===== config.mk =====
export PLATFORM = sky130hd
export DESIGN_NAME = spi_tx_8b_flat
export DESIGN_NICKNAME = d
export VERILOG_FILES = /design/src/rtl/spi_tx_pkg.sv /design/src/rtl/spi_tx_8b_if.sv /design/src/rtl/spi_clk_div.sv /design/src/rtl/spi_tx_8b.sv /design/src/flat_wrapper.sv
export SDC_FILE = /design/constraint.sdc
export NUM_CORES = 1
export LEC_CHECK = 0
export BUFFER_PORTS_ARGS = -buffer_cell sky130_fd_sc_hd__buf_2
export CORE_MARGIN = 1
export CORE_UTILIZATION = 57
export CTS_CLUSTER_SIZE = 20
export DETAILED_ROUTE_END_ITERATION = 7
export GPL_TIMING_DRIVEN = 1
export PLACE_DENSITY = 0.78
export SLEW_MARGIN = 40
export SYNTH_ARGS = -nofsm -noshare
export SYNTH_HDL_FRONTEND = slang
export SYNTH_SLANG_ARGS = --single-unit

===== constraint.sdc =====
create_clock -name clk -period 3.7 [get_ports clk]
set_input_delay 0.74 -clock clk [delete_from_list [all_inputs] [get_ports clk]]
set_output_delay 0.74 -clock clk [all_outputs]
set_load 0.01 [all_outputs]

===== src/rtl/spi_tx_pkg.sv =====
// Shared types and widths for the 8-bit SPI transmitter.
package spi_tx_pkg;

    localparam int BIT_CNT_W = 3;
    localparam int DIV_CNT_W = 8;
    localparam int SEQ_CNT_W = 4;

    typedef enum logic [1:0] {
        IDLE,
        SETUP,
        SHIFT,
        HOLD
    } state_t;

endpackage


===== src/rtl/spi_tx_8b_if.sv =====
// Host handshake plus SPI pins of spi_tx_8b; sdo/rdata exist only with SPI_TX_READBACK_EN.
interface spi_tx_8b_if;

    logic       start;
    logic [7:0] wdata;
    logic       busy;
    logic       done;
    logic       sclk;
    logic       sdi;
    logic       csb;
`ifdef SPI_TX_READBACK_EN
    logic       sdo;
    logic [7:0] rdata;

    modport master (output start, wdata, sdo, input busy, done, sclk, sdi, csb, rdata);
    modport slave  (input start, wdata, sdo, output busy, done, sclk, sdi, csb, rdata);
`else
    modport master (output start, wdata, input busy, done, sclk, sdi, csb);
    modport slave  (input start, wdata, output busy, done, sclk, sdi, csb);
`endif

endinterface


===== src/rtl/spi_clk_div.sv =====
// Half-period tick generator: tick fires on the CLK_DIV-th enabled cycle, restarting on disable.
module spi_clk_div
    import spi_tx_pkg::*;
#(
    parameter int CLK_DIV = 4
) (
    input  logic clk,
    input  logic rst,
    input  logic en,
    output logic tick
);

    localparam logic [DIV_CNT_W-1:0] LAST = DIV_CNT_W'(CLK_DIV - 1);

    logic [DIV_CNT_W-1:0] cnt;

    assign tick = en && (cnt == LAST);

    // NOTE: sequential state uses <= so every flop samples the pre-edge values of its peers.
    always_ff @(posedge clk) begin
        if (rst) begin
            cnt <= '0;
        end else if (!en || tick) begin
            cnt <= '0;
        end else begin
            cnt <= cnt + DIV_CNT_W'(1);
        end
    end

endmodule


===== src/rtl/spi_tx_8b.sv =====
// 8-bit SPI write master (mode 0, MSB first) with csb setup/hold framing.
// Optional SPI_TX_READBACK_EN adds sdo capture into rdata.
module spi_tx_8b
    import spi_tx_pkg::*;
#(
    parameter int CLK_DIV   = 4,
    parameter int CSB_SETUP = 2,
    parameter int CSB_HOLD  = 2
) (
    input logic        clk,
    input logic        rst,
    spi_tx_8b_if.slave bus
);

    localparam logic [SEQ_CNT_W-1:0] SETUP_LAST = SEQ_CNT_W'(CSB_SETUP - 1);
    localparam logic [SEQ_CNT_W-1:0] HOLD_LAST  = SEQ_CNT_W'(CSB_HOLD - 1);

    state_t               state;
    state_t               state_nxt;
    logic [SEQ_CNT_W-1:0] seq_cnt;
    logic [BIT_CNT_W-1:0] bit_cnt;
    logic                 phase_hi;
    logic [7:0]           tx_sr;
    logic                 done_q;
    logic                 tick;
    logic                 sclk_rise;
    logic                 sclk_fall;
    logic                 frame_end;

    spi_clk_div #(.CLK_DIV(CLK_DIV)) u_clk_div (
        .clk  (clk),
        .rst  (rst),
        .en   (state == SHIFT),
        .tick (tick)
    );

    assign sclk_rise = tick && !phase_hi;
    assign sclk_fall = tick && phase_hi;
    assign frame_end = (state == HOLD) && (state_nxt == IDLE);

    always_ff @(posedge clk) begin
        if (rst) begin
            state <= IDLE;
        end else begin
            state <= state_nxt;
        end
    end

    always_comb begin
        // NOTE: default first so no branch leaves state_nxt unassigned (avoids a latch).
        state_nxt = state;
        case (state)
            IDLE:    if (bus.start)                          state_nxt = SETUP;
            SETUP:   if (seq_cnt == SETUP_LAST)              state_nxt = SHIFT;
            SHIFT:   if (sclk_fall && bit_cnt == '1)         state_nxt = HOLD;
            HOLD:    if (seq_cnt == HOLD_LAST)               state_nxt = IDLE;
            default:                                         state_nxt = IDLE;
        endcase
    end

    always_comb begin
        bus.busy = (state != IDLE);
        bus.csb  = (state == IDLE);
        bus.sclk = (state == SHIFT) && phase_hi;
        bus.sdi  = (state != IDLE) && tx_sr[7];
        bus.done = done_q;
    end

    // Bit counter advances on each falling edge, so it wraps 7->0 only as the frame ends.
    always_ff @(posedge clk) begin
        if (rst) begin
            seq_cnt  <= '0;
            bit_cnt  <= '0;
            phase_hi <= 1'b0;
            tx_sr    <= '0;
            done_q   <= 1'b0;
        end else begin
            done_q <= frame_end;

            if ((state_nxt != state) || (state == IDLE) || (state == SHIFT)) begin
                seq_cnt <= '0;
            end else begin
                seq_cnt <= seq_cnt + SEQ_CNT_W'(1);
            end

            if (state != SHIFT) begin
                phase_hi <= 1'b0;
            end else if (tick) begin
                phase_hi <= !phase_hi;
            end

            if (sclk_fall) begin
                bit_cnt <= bit_cnt + BIT_CNT_W'(1);
            end

            if (state == IDLE && bus.start) begin
                tx_sr <= bus.wdata;
            end else if (sclk_fall) begin
                tx_sr <= {tx_sr[6:0], 1'b0};
            end
        end
    end

`ifdef SPI_TX_READBACK_EN
    logic [7:0] rx_sr;
    logic [7:0] rdata_q;

    always_ff @(posedge clk) begin
        if (rst) begin
            rx_sr   <= '0;
            rdata_q <= '0;
        end else begin
            if (sclk_rise) begin
                rx_sr <= {rx_sr[6:0], bus.sdo};
            end
            if (frame_end) begin
                rdata_q <= rx_sr;
            end
        end
    end

    assign bus.rdata = rdata_q;
`else
    logic unused_rise;
    assign unused_rise = sclk_rise;
`endif

endmodule


===== src/flat_wrapper.sv =====
// flat-port wrapper written by rule: the top's interface ports become plain ports
module spi_tx_8b_flat import spi_tx_pkg::*;
#(
    parameter int CLK_DIV   = 4,
    parameter int CSB_SETUP = 2,
    parameter int CSB_HOLD  = 2
)
  (clk, rst, bus_start, bus_wdata, bus_busy, bus_done, bus_sclk, bus_sdi, bus_csb);
  spi_tx_8b_if bus_i ();
  input logic clk;
  input logic rst;
  input wire logic [$bits(bus_i.start)-1:0] bus_start;
  input wire logic [$bits(bus_i.wdata)-1:0] bus_wdata;
  output wire logic [$bits(bus_i.busy)-1:0] bus_busy;
  output wire logic [$bits(bus_i.done)-1:0] bus_done;
  output wire logic [$bits(bus_i.sclk)-1:0] bus_sclk;
  output wire logic [$bits(bus_i.sdi)-1:0] bus_sdi;
  output wire logic [$bits(bus_i.csb)-1:0] bus_csb;
  assign bus_i.start = bus_start;
  assign bus_i.wdata = bus_wdata;
  assign bus_busy = bus_i.busy;
  assign bus_done = bus_i.done;
  assign bus_sclk = bus_i.sclk;
  assign bus_sdi = bus_i.sdi;
  assign bus_csb = bus_i.csb;
  spi_tx_8b #(.CLK_DIV(CLK_DIV), .CSB_SETUP(CSB_SETUP), .CSB_HOLD(CSB_HOLD)) u_core (.clk(clk), .rst(rst), .bus(bus_i));
endmodule

==> results list <==
- Run status: completed
- CTS placed an instance of clkbuf_4 at the clock tree root.
- Synthesized net count: roughly 150
- The number of endpoints with negative hold slack in the final report came to 0.
- Setup WS pre-CTS: ~1.3 ns
- DIE WIDTH: 48.1 um
- Clk pin slew, worst setup/hold paths: 0.13 ns
- After detailed routing, the number of vias per cell comes to 5.37.
* Die Ht: 48.1 um
- Largest incremental delay on the critical path: ~0.56 ns
- Yosys top cell area share: roughly 45%
* Required time at the endpoint of the critical path: about 4.0 ns
* Number of nets at the end of the flow: 162
* DRC violations left: 0
- Sequential fraction of the synthesis area: 44.6%
- Leakage power total: 0.552 nW
* Upper clock frequency limit: roughly 460 MHz
- In the synthesized netlist the dominant register cell turns out to be dfxtp_1.
- On the final layout, the worst clock skew is 0.00156 ns.
* Hold WC Path Type: reg -> reg
- Buffers plus inverters on the worst setup path: 0
* Cts repair resizes: 0
* Area growth from synthesis to layout: 10.6%
- Headroom to the max-slew limit came out at between 60% and 70%.
- The largest total area in the synthesized netlist belongs to dfxtp_1.
- The initialized floorplan defines 16 standard-cell rows.
- The congestion estimate from routability-driven global placement came to 0.707.
- Ant diodes: 0
- After global routing the overflow that remains totals 0.
* Most numerous cell in the Yosys netlist: dfxtp_1
* Number of enable flip-flop cells after synthesis: 0
* Via count of the first global-routing pass: between 700 and 800
* Setup Viol. Count Final: 0
- Average wire length per cell after detail routing: about 12 um
* Critical Setup Path Class: reg -> reg
- TritonCTS built the clock tree.
- Number of optimization iterations in the first detailed-route pass: 4
- Total power consumption of the routed design: 0.474 mW
* Family with the most delay on the worst path: simple AND/OR/NAND/NOR gates
* Clk sinks: 27
- Mean post-synth cell area: between 9 and 10 um^2
- Fin. max-slew vios: 0
- Cells after Synth: 130
* Unique cell type count in the Yosys netlist: 28
- Among all stages on the critical path, the largest delay is contributed by nand4bb_2.
- Top Ports: 16
- Of the available clock period, the critical path in the final layout requires roughly three fifths.
- Inserted Clock Buffers: 3
- The cell area that synthesis handed to floorplanning was roughly 1200 um^2.
- Entering global routing, the biggest net connects 24 pins.
* Fraction of final layout cells with drive strength greater than 1: about 17%
- Counting flops with an async set or reset pin after synthesis yields a share of 0%.
* Port Buffer Count: 15
- Maximum level of the CTS H-tree: 1
- The later pin in the worst-skew pair is clocked with a latency of a little over 0.3 ns.
- Via count: about 920
- In the final timing run, aggregate negative setup slack is 0 ns.
* Biggest fanout along the worst timing path: 19
- By area the synthesized netlist is led by dfxtp_1, a211oi_1, nor2b_1.
- Design Area, Final: approximately 1300 um^2
- Data arrival time at the worst-slack endpoint: 2.44 ns
* Filler Cells Inserted: about 170
* Cell Pwr Density: between 300 and 400 nW/um^2
* Worst Tran Pin Value: 0.504 ns
* Smallest hold slack: between 0.4 and 0.5 ns
- The worst path in the final design needs a cycle of around 2.2 ns, including I/O delays and setup.
* Antenna-violating nets left: 0
* Crit path cell chain: or4_1 -> nand4bb_2 -> or3b_1 -> a21oi_1
- The die covers around 2300 um^2.
- Post CTS Setup Buffer Count: 0
- Max-cap violations in this run came to 0.
- The floorplan step defined a core boundary enclosing 1980 um^2.
* Half-perimeter wire length of the detailed placement result: 1.45 mm
- The synthesized design contains 27 register bits.
- Once the floorplan was initialized, standard cells occupied between 60 and 70% of the core.
- Nature of the critical path endpoint: flop
- The worst-case IR drop observed on VDD is a little under 0.0003 V.
- The commonest cells after synthesis are dfxtp_1, nor2_1, a211oi_1.
- The first global-routing pass estimated between 3 and 4 mm of wire.
* Number of buffers inserted by hold repair at cts: 0
- Total wire length after detailed routing: ~2.0 mm
- The placed instances occupy a cell area of roughly 1300 um^2.
* Type of element launching the critical path: flop
* Total of warnings raised by yosys: 0
- No sink is reached through more buffers than the 2 on the longest clock path.
* Number of antenna violations at the first check in global routing: 0
* All-layer global routing usage: about a fifth
- Setup repair after global routing left no endpoint under its margin.
- Number of violations reported at the end of detailed-routing iteration 0: 7
- After layout, the worst setup slack is 1.51 ns.
[per-stage QoR]
| step | cells | util (%) |
|---|---|---|
| global placement | 168 | 66.0 |
| floorplan | 130 | - |
| detailed placement | 168 | 66.0 |
| CTS | 172 | 67.4 |
| global route | 172 | 67.6 |
| finish | 172 | 67.6 |
[cell families after synthesis]
| kind of cell | synth area share [%] |
|---|---|
| AND/OR/NAND/NOR | 25.3 |
| flip-flops | 44.6 |
| AO/OA/AOI/OAI | 11.5 |
| XOR/XNOR | 7.23 |
| buffers and inverters | 2.89 |
| adder cells (fa/ha/maj) | 5.17 |
| multiplexers | 3.31 |
[layout by cell type, fill, tap and decap left out, types with 4 or more instances in the layout]
master,count
dfxtp_1,27
nand2_1,5
a211oi_1,12
ha_1,5
xor2_1,7
mux2i_1,4
nor2_1,17
nand2b_1,4
a21oi_1,8
nor2b_1,11
buf_2,15
[per-layer routing]
metal | wire [um] | track usage (%) | vias to the layer above
li1 | - | - | 483
met1 | 984 | 24.9 | 427
met2 | 949 | 30.5 | 12
met3 | 44 | 3.70 | 2
met4 | 13 | 8.33 | 0
met5 | 0 | 0 | -
[cell type report]
| type | count | area, um^2 | area share (%) |
|---|---|---|---|
| Multi-Input combinational cell | 95 | 646 | 48.2 |
| Sequential cell | 27 | 541 | 40.3 |
| Timing Repair Buffer | 16 | 82.6 | 6.16 |
| Tap cell | 27 | 33.8 | 2.52 |
| Clock buffer | 4 | 26.3 | 1.96 |
| Inverter | 3 | 11.3 | 0.840 |
[worst paths after layout]
check | end | cells after the start | startpoint | slack, ns
worst max-delay path | u_core.state[0] | 4 | u_core.u_clk_div.cnt[4] | 1.51
worst min register to register | u_core.u_clk_div.cnt[0] | 1 | u_core.u_clk_div.cnt[0] | 0.48
worst max register to register | u_core.state[0] | 4 | u_core.u_clk_div.cnt[4] | 1.51
worst min-delay path | u_core.u_clk_div.cnt[0] | 1 | u_core.u_clk_div.cnt[0] | 0.48
[sequential cells by signal, indices dropped and copies added, names as in the netlist]
signal                flops
u_core.bit_cnt            3
u_core.bus.done           1
u_core.phase_hi           1
u_core.seq_cnt            4
u_core.state              2
u_core.tx_sr              8
u_core.u_clk_div.cnt      8
[worst reg2reg max path, delay by kind of cell, from the launching register on]
| family | cells | cell delay, ns |
|---|---|---|
| AO/OA/AOI/OAI | 1 | 0.13 |
| flip-flops | 1 | 0.38 |
| AND/OR/NAND/NOR | 3 | 1.62 |
[where the power goes]
group          internal (mW)  switching [mW]
logic                 0.0210          0.0253
registers              0.299         0.00563
clock network         0.0421          0.0802
Note: power is estimated with default switching activity, not from simulation.
